$ cat config.mk
export PLATFORM = sky130hd
export DESIGN_NAME = ps2_key_tracker_flat
export DESIGN_NICKNAME = d
export VERILOG_FILES = /design/src/rtl/ps2_key_tracker_pkg.sv /design/src/rtl/ps2_key_tracker_if.sv /design/src/rtl/ps2_key_tracker_rx_frame.sv /design/src/rtl/ps2_key_tracker.sv /design/src/flat_wrapper.sv
export SDC_FILE = /design/constraint.sdc
export NUM_CORES = 1
export LEC_CHECK = 0
export ABC_AREA = 1
export CORE_UTILIZATION = 38
export DETAILED_ROUTE_END_ITERATION = 8
export HOLD_SLACK_MARGIN = 0.08
export SETUP_SLACK_MARGIN = 0.15
export SYNTH_ARGS = -nofsm -noshare
export SYNTH_HDL_FRONTEND = slang
export SYNTH_SLANG_ARGS = --single-unit
$ cat constraint.sdc
create_clock -name clk_in -period 5.1 [get_ports clk_in]
set_clock_uncertainty 0.15 [all_clocks]
set_input_delay 1.53 -clock clk_in [delete_from_list [all_inputs] [get_ports clk_in]]
set_output_delay 1.53 -clock clk_in [all_outputs]
set_load 0.05 [all_outputs]
$ cat src/rtl/ps2_key_tracker_pkg.sv
// Shared constants and receiver state encoding for the PS/2 key tracker.
package ps2_pkg;
  localparam logic [7:0] PS2_PFX_EXT = 8'hE0;
  localparam logic [7:0] PS2_PFX_BRK = 8'hF0;
  localparam logic [7:0] PS2_BAT     = 8'hAA;
  localparam logic [7:0] PS2_ACK     = 8'hFA;

  typedef enum logic [1:0] {
    IDLE   = 2'd0,
    DATA   = 2'd1,
    PARITY = 2'd2,
    STOP   = 2'd3
  } rx_state_e;
endpackage

$ cat src/rtl/ps2_key_tracker_if.sv
// PS/2 line inputs plus decoded code / key-state outputs of the tracker.
interface ps2_key_tracker_if #(
  parameter int NUM_KEYS = 5
);
  logic                key_clk;
  logic                key_data;
  logic [NUM_KEYS-1:0] key_down;
  logic [NUM_KEYS-1:0] key_press;
  logic [NUM_KEYS-1:0] key_release;
  logic                code_valid;
  logic [7:0]          code_byte;
  logic                code_ext;
  logic                code_brk;
  logic                frame_err;

  modport master (
    input  key_clk, key_data,
    output key_down, key_press, key_release,
    output code_valid, code_byte, code_ext, code_brk, frame_err
  );

  modport slave (
    output key_clk, key_data,
    input  key_down, key_press, key_release,
    input  code_valid, code_byte, code_ext, code_brk, frame_err
  );
endinterface

$ cat src/rtl/ps2_key_tracker_rx_frame.sv
// PS/2 frame receiver: line synchronisers, fall detect, 11-bit frame FSM,
// odd-parity check and mid-frame watchdog.
module ps2_rx_frame
  import ps2_pkg::*;
#(
  parameter bit CHECK_PARITY = 1'b1,
  parameter int TIMEOUT_CYC  = 20000
) (
  input  logic       clk_in,
  input  logic       rst,
  input  logic       key_clk_i,
  input  logic       key_data_i,
  output logic       byte_valid_o,
  output logic [7:0] byte_o,
  output logic       frame_err_o
);
  localparam int WD_W = (TIMEOUT_CYC > 2) ? $clog2(TIMEOUT_CYC) : 1;
  localparam logic [WD_W-1:0] WD_LAST = WD_W'(TIMEOUT_CYC - 1);

  // kc_q[1] is the synced clock, kc_q[2] its previous value
  logic [2:0] kc_q;
  logic [1:0] kd_q;
  logic       fall, din;

  always_ff @(posedge clk_in or negedge rst) begin
    if (!rst) begin
      kc_q <= '1;
      kd_q <= '1;
    end else begin
      kc_q <= {kc_q[1:0], key_clk_i};
      kd_q <= {kd_q[0], key_data_i};
    end
  end

  assign fall = kc_q[2] & ~kc_q[1];
  assign din  = kd_q[1];

  rx_state_e       state_q, state_d;
  logic [2:0]      cnt_q, cnt_d;
  logic [7:0]      shift_q, shift_d;
  logic            par_q, par_d;
  logic [WD_W-1:0] wdog_q, wdog_d;

  always_ff @(posedge clk_in or negedge rst) begin
    if (!rst) begin
      state_q <= IDLE;
      cnt_q   <= '0;
      shift_q <= '0;
      par_q   <= 1'b0;
      wdog_q  <= '0;
    end else begin
      state_q <= state_d;
      cnt_q   <= cnt_d;
      shift_q <= shift_d;
      par_q   <= par_d;
      wdog_q  <= wdog_d;
    end
  end

  always_comb begin
    state_d      = state_q;
    cnt_d        = cnt_q;
    shift_d      = shift_q;
    par_d        = par_q;
    wdog_d       = '0;
    byte_valid_o = 1'b0;
    frame_err_o  = 1'b0;
    if (fall) begin
      unique case (state_q)
        IDLE: if (!din) begin
          state_d = DATA;
          cnt_d   = '0;
        end
        DATA: begin
          shift_d = {din, shift_q[7:1]};
          cnt_d   = cnt_q + 3'd1;
          if (cnt_q == 3'd7) state_d = PARITY;
        end
        PARITY: begin
          par_d   = din;
          state_d = STOP;
        end
        STOP: begin
          if (din && (!CHECK_PARITY || (^{shift_q, par_q}))) byte_valid_o = 1'b1;
          else                                               frame_err_o  = 1'b1;
          state_d = IDLE;
        end
        default: state_d = IDLE;
      endcase
    end else if (state_q != IDLE) begin
      // a stalled keyboard must not wedge the receiver mid-frame
      if (wdog_q == WD_LAST) begin
        state_d     = IDLE;
        frame_err_o = 1'b1;
      end else begin
        wdog_d = wdog_q + 1'b1;
      end
    end
  end

  assign byte_o = shift_q;
endmodule

$ cat src/rtl/ps2_key_tracker.sv
// PS/2 keyboard tracker: E0/F0 prefix decode, code registers and a per-key
// held/press/release table matched against KEY_CODES/KEY_EXT.
module ps2_key_tracker
  import ps2_pkg::*;
#(
  parameter int                        NUM_KEYS     = 5,
  parameter logic [8*NUM_KEYS-1:0]     KEY_CODES    = {8'h5a, 8'h4b, 8'h42, 8'h1b, 8'h1c},
  parameter logic [NUM_KEYS-1:0]       KEY_EXT      = '0,
  parameter bit                        CHECK_PARITY = 1'b1,
  parameter int                        TIMEOUT_CYC  = 20000
) (
  input  logic               clk_in,
  input  logic               rst,
  ps2_key_tracker_if.master  bus
);
  logic       rx_valid, rx_err;
  logic [7:0] rx_byte;

  ps2_rx_frame #(
    .CHECK_PARITY (CHECK_PARITY),
    .TIMEOUT_CYC  (TIMEOUT_CYC)
  ) u_rx (
    .clk_in       (clk_in),
    .rst          (rst),
    .key_clk_i    (bus.key_clk),
    .key_data_i   (bus.key_data),
    .byte_valid_o (rx_valid),
    .byte_o       (rx_byte),
    .frame_err_o  (rx_err)
  );

  logic                ext_q, ext_d, brk_q, brk_d, code_v_d;
  logic                cv_q, fe_q, cext_q, cbrk_q;
  logic [7:0]          code_q;
  logic [NUM_KEYS-1:0] down_q, press_q, rel_q, hit, mk, bk;

  always_comb begin
    ext_d    = ext_q;
    brk_d    = brk_q;
    code_v_d = 1'b0;
    if (rx_err) begin
      ext_d = 1'b0;
      brk_d = 1'b0;
    end else if (rx_valid) begin
      if (rx_byte == PS2_PFX_EXT)      ext_d = 1'b1;
      else if (rx_byte == PS2_PFX_BRK) brk_d = 1'b1;
      else begin
        code_v_d = 1'b1;
        ext_d    = 1'b0;
        brk_d    = 1'b0;
      end
    end
  end

  // keys match on the incoming byte so they update alongside code_valid
  for (genvar i = 0; i < NUM_KEYS; i++) begin : g_key
    assign hit[i] = code_v_d && (rx_byte == KEY_CODES[8*i +: 8]) && (ext_q == KEY_EXT[i]);
    assign mk[i]  = hit[i] & ~brk_q & ~down_q[i];
    assign bk[i]  = hit[i] &  brk_q &  down_q[i];
  end

  always_ff @(posedge clk_in or negedge rst) begin
    if (!rst) begin
      ext_q   <= 1'b0;
      brk_q   <= 1'b0;
      cv_q    <= 1'b0;
      fe_q    <= 1'b0;
      code_q  <= '0;
      cext_q  <= 1'b0;
      cbrk_q  <= 1'b0;
      down_q  <= '0;
      press_q <= '0;
      rel_q   <= '0;
    end else begin
      ext_q   <= ext_d;
      brk_q   <= brk_d;
      cv_q    <= code_v_d;
      fe_q    <= rx_err;
      if (code_v_d) begin
        code_q <= rx_byte;
        cext_q <= ext_q;
        cbrk_q <= brk_q;
      end
      down_q  <= (down_q | mk) & ~bk;
      press_q <= mk;
      rel_q   <= bk;
    end
  end

  assign bus.key_down    = down_q;
  assign bus.key_press   = press_q;
  assign bus.key_release = rel_q;
  assign bus.code_valid  = cv_q;
  assign bus.code_byte   = code_q;
  assign bus.code_ext    = cext_q;
  assign bus.code_brk    = cbrk_q;
  assign bus.frame_err   = fe_q;
endmodule
$ cat src/flat_wrapper.sv
// flat-port wrapper written by rule: the top's interface ports become plain ports
module ps2_key_tracker_flat import ps2_pkg::*;
#(
  parameter int                        NUM_KEYS     = 5,
  parameter logic [8*NUM_KEYS-1:0]     KEY_CODES    = {8'h5a, 8'h4b, 8'h42, 8'h1b, 8'h1c},
  parameter logic [NUM_KEYS-1:0]       KEY_EXT      = '0,
  parameter bit                        CHECK_PARITY = 1'b1,
  parameter int                        TIMEOUT_CYC  = 20000
)
  (clk_in, rst, bus_key_clk, bus_key_data, bus_key_down, bus_key_press, bus_key_release, bus_code_valid, bus_code_byte, bus_code_ext, bus_code_brk, bus_frame_err);
  ps2_key_tracker_if #(.NUM_KEYS(NUM_KEYS)) bus_i ();
  input  logic clk_in;
  input  logic rst;
  input wire logic [$bits(bus_i.key_clk)-1:0] bus_key_clk;
  input wire logic [$bits(bus_i.key_data)-1:0] bus_key_data;
  output wire logic [$bits(bus_i.key_down)-1:0] bus_key_down;
  output wire logic [$bits(bus_i.key_press)-1:0] bus_key_press;
  output wire logic [$bits(bus_i.key_release)-1:0] bus_key_release;
  output wire logic [$bits(bus_i.code_valid)-1:0] bus_code_valid;
  output wire logic [$bits(bus_i.code_byte)-1:0] bus_code_byte;
  output wire logic [$bits(bus_i.code_ext)-1:0] bus_code_ext;
  output wire logic [$bits(bus_i.code_brk)-1:0] bus_code_brk;
  output wire logic [$bits(bus_i.frame_err)-1:0] bus_frame_err;
  assign bus_i.key_clk = bus_key_clk;
  assign bus_i.key_data = bus_key_data;
  assign bus_key_down = bus_i.key_down;
  assign bus_key_press = bus_i.key_press;
  assign bus_key_release = bus_i.key_release;
  assign bus_code_valid = bus_i.code_valid;
  assign bus_code_byte = bus_i.code_byte;
  assign bus_code_ext = bus_i.code_ext;
  assign bus_code_brk = bus_i.code_brk;
  assign bus_frame_err = bus_i.frame_err;
  ps2_key_tracker #(.NUM_KEYS(NUM_KEYS), .KEY_CODES(KEY_CODES), .KEY_EXT(KEY_EXT), .CHECK_PARITY(CHECK_PARITY), .TIMEOUT_CYC(TIMEOUT_CYC)) u_core (.clk_in(clk_in), .rst(rst), .bus(bus_i));
endmodule
# After elaboration in Yosys (flattened, before gate mapping)
# Cells that the tools add are included.
[totals] register_bits=63 in_bits=4 word_cells=123
[op_classes] addsub=2 mux=31 eq_ne=17 reduce_logical=24 bitwise_logic=32
[ops] cell="$mux W15" count=3
[ops] cell="$eq A8 B7 Y1 const B" count=3
[ops] cell="$and A1 B1 Y1" count=21
[ops] cell="$mux W1" count=20
[ops] cell="$eq A8 B5 Y1 const B" count=2
[ops] cell="$eq A8 B8 Y1 const B" count=2
[ops] cell="$add A15 B1 Y15 const B" count=1
[ops] cell="$eq A15 B15 Y1 const B" count=1
[ops] cell="$logic_and A1 B1 Y1" count=11
[ops] cell="$mux W2" count=5
[ops] cell="$reduce_bool A2 Y1" count=5
[ops] cell="$reduce_xor A9 Y1" count=1
[ops] cell="$not A1 Y1" count=8
[ops] cell="$pmux W2 S4" count=1
[ops] cell="$reduce_and A2 Y1" count=4
[ops] cell="$ne A3 B3 Y1 const B" count=2
[ops] cell="$pmux W3 S2" count=1
[ops] cell="$and A5 B5 Y5" count=1
[ops] cell="$not A5 Y5" count=1
[ops] cell="$or A5 B5 Y5" count=1
[ops] cell="$eq A2 B2 Y1 const B" count=2
[ops] cell="$reduce_and A4 Y1" count=1
[ops] cell="$add A3 B1 Y3 const B" count=1
[ops] cell="$eq A3 B3 Y1 const B" count=1
[ops] cell="other kinds (7)" count=7

# Depth between registers and ports, before layout
[logic_depth] depth_word=13 depth_mapped=16 mapped_depth_nobuf=14

# Cells and area by module
# Synthesis repeated with hierarchy kept, for this count alone.
[unflattened] hier_cells=367 area_unflattened_um2=3089.2
[modules_own_cells] module="ps2_rx_frame" instances=1 seq_area_each_um2=857.1 cells_each=226 area_per_inst_um2=1848.0
[modules_own_cells] module="ps2_key_tracker" instances=1 seq_area_each_um2=725.7 cells_each=141 area_per_inst_um2=1241.2

# Worst setup path before layout
# No wires, ideal clock.
[synth_timing] path_type="reg-to-output" startpoint="register with a tool-made name" endpoint="output port bus_key_down[2]" n_path_buf=0 arrival_ns=0.642 required_time_ns=3.420 slack_ns=2.778 stages_incl_launch_ff=1 cell_sequence="dfrtp_1"
[synth_rtl] element="end: declaration" line="flat_wrapper.sv:16" text="output wire logic [$bits(bus_i.key_down)-1:0] bus_key_down;"

==> key figures <==
Outcome
  • Status: complete, no violations

Yosys
  • Syn avg cell area: between 8 and 9 um2
  • Count leader, synth: nand2_1
  • Post-Syn Instances: 366
  • Leading area contributor after synthesis: dfrtp_1
  • EDFF count, synth: 0
  • Synth Register Bits: 63
  • Post-synth top flop: dfrtp_1
  • Asr flop ratio synth: 100%
  • Synth top cells by count: nand2_1, dfrtp_1, inv_1, nor2_1, o21ai_0
  • Post-synth top area share: between 40% and 50%
  • Cell variety after synth: 27
  • Syn_nets: approximately 380
  • Cell Area, Synth: just under 3000 um2
  • Synth Warn #: 0
  • Post-synthesis sequential area ratio: ~53%
  • Synth area leaders: dfrtp_1, nand2_1, inv_1

Flow run
  • Max Cap Viol: 0

Power and ir drop
  • Cell internal pwr: around 900 uW
  • Sequential power share: roughly 45%
  • Lkg Pwr: ~1.7 nW
  • Net Sw Frac: between 30 and 40%
  • Logic pwr share: just under 20%
  • Switching pwr: 388 uW
  • Worst VDD drop: 0.180 mV
  • Clock power share: 35.5%
  • Power per Cell Area: approximately 350 nW/um2

Drt
  • Initial DRT Pass Iterations: 4
  • Via/cell ratio: ~4.7
  • Via Count: 2388
  • DR WL met2: between 2000 and 2500 um
  • DRT antenna net count: 0
  • DR WL/cell: 11.3 um
  • Uppermost routed layer: met4
  • Met1 Wirelength: between 2000 and 3000 um
  • DRC violations left: 0
  • Met3 WL: between 200 and 250 um
  • Final wirelength: approximately 5700 um
  • Initial drt markers: 118

Timing
  • Final setup viols: 0
  • Hold WS: slightly above 200 ps
  • Min Tclk post-route: around 3200 ps
  • RSZ-0062 raised after global routing: no
  • Pins Over Slew Limit: 0
  • Slew @ Worst Pin: 1010 ps
  • Slew HR: 32.9%
  • Tcrit/Tclk final: a little under two thirds
  • Final Hold Viols: 0
  • Max Freq: just over 0.3 GHz
  • Setup TNS: 0 ps

Placed design
  • Placed Cells incl. Taps: a little under 500
  • GPL Wtd Cong: around 0.84
  • Post-DP HPWL: around 4100 um
  • Port Buffers: 30

Hold path
  • HP Class: reg -> reg
  • WHS Path Cells: 0

Worst setup path
  • Req. time, crit path: about 3400 ps
  • Stages on the worst setup path: 1
  • Crit end category: output port
  • Worst setup path category: reg -> out
  • Sequence of cells on the critical path: clkdlybuf4s50_1
  • CP max stage delay: approximately 820 ps
  • Critical Path Source Type: flop
  • Reg2reg path depth: 9
  • CP delay by family, top: buffers and inverters
  • Crit-path max FO: 4
  • WP buf/inv: 1
  • Worst path arrival time: 1560 ps
  • Slowest cell on crit path: clkdlybuf4s50_1

Die
  • Die width: 90.6 um
  • Die height: 90.6 um
  • Starting Density: 40.3%
  • Row count: 31
  • Die area: approximately 8200 um2
  • Core Area: between 7000 and 8000 um2
  • IO Pins: 31

Clock network
  • Worst-Skew Late Latency: approximately 340 ps
  • Clock Path Buffers: 2
  • Postcts setup bufs: 0
  • CTS Sinks: 63
  • TritonCTS clock tree: done
  • CTS root buffer: clkbuf_8
  • Htree depth: 3
  • Reg clk slew, reported paths: 60 ps
  • # hold bufs at CTS: 0
  • CTS buffer count: 9
  • Post_cts resized: 0

Global routing
  • Residual overflow from global routing: 0
  • Total track usage: between 10% and 20%
  • Vias in the first global route: about 2300
  • Initial antenna violation count: 0
  • Largest net degree at the start of global routing: 47
  • First-pass GRT wire length: 10200 um

Cells and area
  • Fin nets: 411
  • Area Overhead vs Synth: 20.0%
  • Share of layout cells above drive strength 1: roughly 8%
  • Non-Filler Instances: ~500
  • Antenna diodes: 0
sequential cells by signal, summed over array words and instances, names as in the netlist, 2 cells and up, named ones only:
name	cells
u_core.u_rx.kd_q	2
u_core.u_rx.wdog_q	15
u_core.bus.key_press	5
u_core.u_rx.state_q	2
u_core.u_rx.cnt_q	3
u_core.bus.key_release	5
u_core.u_rx.kc_q	3
u_core.bus.code_byte	8
u_core.u_rx.byte_o	8
power groups by stage:
stage	Clock (mW)	Combinational [mW]	Sequential [mW]
CTS	0.464	0.250	0.570
floorplan	0	0.204	0.562
finish	0.450	0.247	0.570
detailed placement	0	0.249	0.579
global placement	0	0.241	0.578
global route	0.481	0.287	0.576
logic make-up (layout without fill, tap and decap cells):
| group | count (synthesis) | after routing | share of synthesized area, % |
|---|---|---|---|
| buffers and inverters | 57 | 96 | 7.55 |
| DFF | 63 | 63 | 53.0 |
| xor gates and xnor gates | 3 | 3 | 0.881 |
| adders and majority gates | 7 | 7 | 2.93 |
| and+or+nand+nor | 191 | 191 | 27.9 |
| AOI/OAI and AO/OA | 45 | 45 | 7.67 |
final timing paths:
check | slack (ps) | end | startpoint
max | 1860 | bus_key_down[2] | flop
min | 210 | u_core.u_rx.kd_q[1]$_DFF_PN1_ | u_core.u_rx.kd_q[0]$_DFF_PN1_
max reg2reg | 2740 | flop | u_core.u_rx.kc_q[2]$_DFF_PN1_
min reg2reg | 210 | u_core.u_rx.kd_q[1]$_DFF_PN1_ | u_core.u_rx.kd_q[0]$_DFF_PN1_
max in group asynchronous | 2770 | async pin | rst
min in group asynchronous | 1210 | u_core.u_rx.cnt_q[1]$_DFFE_PN0P_ | rst
final cells by class:
| cell class | instances | area, um2 |
|---|---|---|
| Tap cell | 99 | 124 |
| Timing Repair Buffer | 31 | 303 |
| Inverter | 49 | 185 |
| Clock inverter | 3 | 40.0 |
| Clock buffer | 13 | 169 |
| Fill cell | 738 | 3830 |
| Sequential cell | 63 | 1580 |
| Multi-Input combinational cell | 246 | 1180 |
metrics by stage:
stage / utilization [%] / area, um2 / total power [mW] / setup slack, ps
6_report: 48.3 / 3580 / 1.27 / 1860
5_1_grt: 48.3 / 3580 / 1.34 / 1810
4_1_cts: 48.3 / 3580 / 1.28 / 1830
3_5_place_dp: 45.5 / 3370 / 0.827 / 2200
3_3_place_gp: 45.5 / 3370 / 0.819 / 2240
2_1_floorplan: - / 2980 / 0.766 / 2780
cells in the final DEF (no fill, tap or decap), drive strengths merged:
cell           netlist  final
a21oi               12     12
a31oi                1      1
buf                  3      2
bufinv               0      1
clkbuf               5     13
clkdlybuf4s50        0     29
clkinv               1      3
dfrtp               58     58
dfstp                5      5
ha                   7      7
inv                 48     48
nand2              105    105
nand3               22     22
nand4               10     10
nor2                42     42
nor3                 7      7
nor3b                1      1
nor4                 4      4
o211ai               1      1
o21ai               31     31
xnor2                1      1
xor2                 2      2
metal layers:
metal | global-route usage [%] | vias to the layer above
met3 | 2.78 | 11
met4 | 9.27 | 0
met2 | 24.3 | 44
li1 | - | 1229
met5 | 0 | -
met1 | 20.5 | 1104
Power figures use the tool's default switching activity.
==> variant (config.mk and constraints unchanged) <==
`TIMEOUT_CYC` is set to 20000 in 3 places; all go to 40000.
--- a/src/rtl/ps2_key_tracker_rx_frame.sv
+++ b/src/rtl/ps2_key_tracker_rx_frame.sv
@@ -5,5 +5,5 @@
 #(
   parameter bit CHECK_PARITY = 1'b1,
-  parameter int TIMEOUT_CYC  = 20000
+  parameter int TIMEOUT_CYC  = 40000
 ) (
   input  logic       clk_in,
--- a/src/rtl/ps2_key_tracker.sv
+++ b/src/rtl/ps2_key_tracker.sv
@@ -8,5 +8,5 @@
   parameter logic [NUM_KEYS-1:0]       KEY_EXT      = '0,
   parameter bit                        CHECK_PARITY = 1'b1,
-  parameter int                        TIMEOUT_CYC  = 20000
+  parameter int                        TIMEOUT_CYC  = 40000
 ) (
   input  logic               clk_in,
--- a/src/flat_wrapper.sv
+++ b/src/flat_wrapper.sv
@@ -6,5 +6,5 @@
   parameter logic [NUM_KEYS-1:0]       KEY_EXT      = '0,
   parameter bit                        CHECK_PARITY = 1'b1,
-  parameter int                        TIMEOUT_CYC  = 20000
+  parameter int                        TIMEOUT_CYC  = 40000
 )
   (clk_in, rst, bus_key_clk, bus_key_data, bus_key_down, bus_key_press, bus_key_release, bus_code_valid, bus_code_byte, bus_code_ext, bus_code_brk, bus_frame_err);
Check against the original RTL: no difference found for any inputs over 10 cycles, from zero or initial values and one cycle with rst low; that may be too few to reach the edited logic, so the function may still have changed.
==> variant against the unedited design <==
Total power grew 3.9%. Sequential share of layout area shrank 0.28 points. Register-to-register slack is essentially flat. Routed wire length grew 6.7%. Critical path depth is the same. Maximum frequency shrank 0.14%. Sequential cell count grew 1. Setup slack lost 0.0046 ns. Clock power grew 9.3%. Cell area grew 2.2%. Area after synthesis grew 1.9%. Critical endpoint unchanged. Largest cell class unchanged. Largest power group unchanged.
==> variant: results (changes against the unedited design) <==
Parameter                              Value

Status
  Outcome ... complete, no violations

Synthesis
  Top cells by count, synth ... nand2_1 (95), dfrtp_1 (59), inv_1 (41), nor2_1 (38), o21ai_0 (26)
  Xor and xnor area share after synthesis ... 0.864% (-0.017 points)
  Leading cell types by total area after synthesis ... dfrtp_1 (49%), nand2_1 (12%), inv_1 (5.1%), nor2_1 (4.7%), dfstp_2 (4.3%)
  Syn Nets ... 371 (-1.6%)
  Count of cell types in the netlist ... 32 (+19%)
  Post-synthesis sequential area ratio ... 52.9% (-0.18 points)
  Synth Area in Compound Gates ... 8.23% (+0.55 points)
  Adder-cell share of the synthesized area ... 2.88% (-0.056 points)

Critical path
  Reg2Reg Setup Slack ... 2.73 ns (about the same)
  Worst Reg2Reg Path Length in Cells ... 6 (-3)
  Worst path slowest cell ... clkdlybuf4s50_1

Placed design
  Placer Congestion ... 0.841 (-0.44%)
  Hpwl dp ... 4290 um (+4.7%)
  Post-place instance area ... 3440 um^2 (+1.9%)
  Place WS ... 2.23 ns (+0.0226 ns)

Timing
  Measured slew at the worst slew-check pin ... 1.04 ns (+0.0304 ns)
  Share of the cycle needed by the critical path after routing ... 63.5% (+0.089 points)

Global route
  Antenna violations before repair ... 0 (unchanged)
  Largest net degree at the start of global routing ... 43 (-8.5%)
  Global-route wire length before repair ... 10600 um (+4.3%)
  Total routing resource utilization after global routing ... 16.2% (+0.49 points)

Cells and area
  Number of nets in the layout ... 406 (-1.2%)
  Number of flip-flops under the largest register name ... 16 (+1)
  Fraction of layout cells with a size suffix above 1 ... 9.00% (+1.1 points)
  Number of fill cells in the layout ... 731 (-0.95%)

Drt
  Via-to-Cell Ratio ... 4.84 (+2.2%)
  Total iterations of the first detailed-routing run ... 4 (unchanged)
  Routed wirelength normalized by instance count ... 12.1 um (+7.2%)

Power and ir drop
  VDD IR-drop max ... 0.173 mV (-4.2%)
  Leakage power total ... 1.70 nW (+2.7%)

Clock tree
  Post-CTS setup buffer count ... 0 (unchanged)
==> variant: cell type report <==
cell class / count / area [um^2] / share of cell area (%)
clock inverter: 3 / 65.1 / 1.78
clock buffer: 13 / 159 / 4.34
sequential: 64 / 1610 / 43.9
inverter: 42 / 158 / 4.31
tap: 102 / 128 / 3.49
multi-input combinational: 247 / 1240 / 33.9
timing repair buffer: 31 / 303 / 8.27
==> variant: routing by layer <==
layer | vias to the layer above | global-route usage [%] | part of all wire (%)
li1 | 1235 | - | -
met1 | 1137 | 21.5 | 48
met2 | 53 | 24.7 | 46
met3 | 7 | 4.36 | 4.4
met4 | 0 | 7.14 | 1.5
met5 | - | 0 | 0
==> variant: worst min path at each step <==
stage                                    endpoint
floorplan           u_core.u_rx.kc_q[1]$_DFF_PN1_
global placement    u_core.u_rx.kd_q[1]$_DFF_PN1_
detailed placement  u_core.u_rx.kd_q[1]$_DFF_PN1_
CTS                 u_core.u_rx.kd_q[1]$_DFF_PN1_
global route        u_core.u_rx.kd_q[1]$_DFF_PN1_
finish              u_core.u_rx.kd_q[1]$_DFF_PN1_
==> variant: kinds of logic (layout without fill, tap and decap cells) <==
kind of cell    count (synthesis)  count (layout)
compound gates                 46              46
fa+ha+maj                       7               7
xor+xnor                        3               3
buf+inv                        49              89
simple gates                  191             191
flops                          64              64
==> variant: metrics by stage <==
stage / hold WS, ns / cells / total power [mW] / util (%)
after global routing: 0.215 / 502 / 1.39 / 47.4
after floorplan: 0.195 / 360 / 0.771 / -
final: 0.206 / 502 / 1.32 / 47.4
after detailed placement: 0.197 / 486 / 0.833 / 44.5
after global placement: 0.196 / 486 / 0.824 / 44.5
after CTS: 0.207 / 502 / 1.33 / 47.4
==> variant: power by group <==
| part | internal (mW) | leakage (nW) | total (mW) | switching [mW] |
|---|---|---|---|---|
| sequential | 0.541 | 0.871 | 0.579 | 0.0382 |
| clock | 0.302 | 0.114 | 0.492 | 0.190 |
| combinational | 0.0817 | 0.718 | 0.246 | 0.164 |
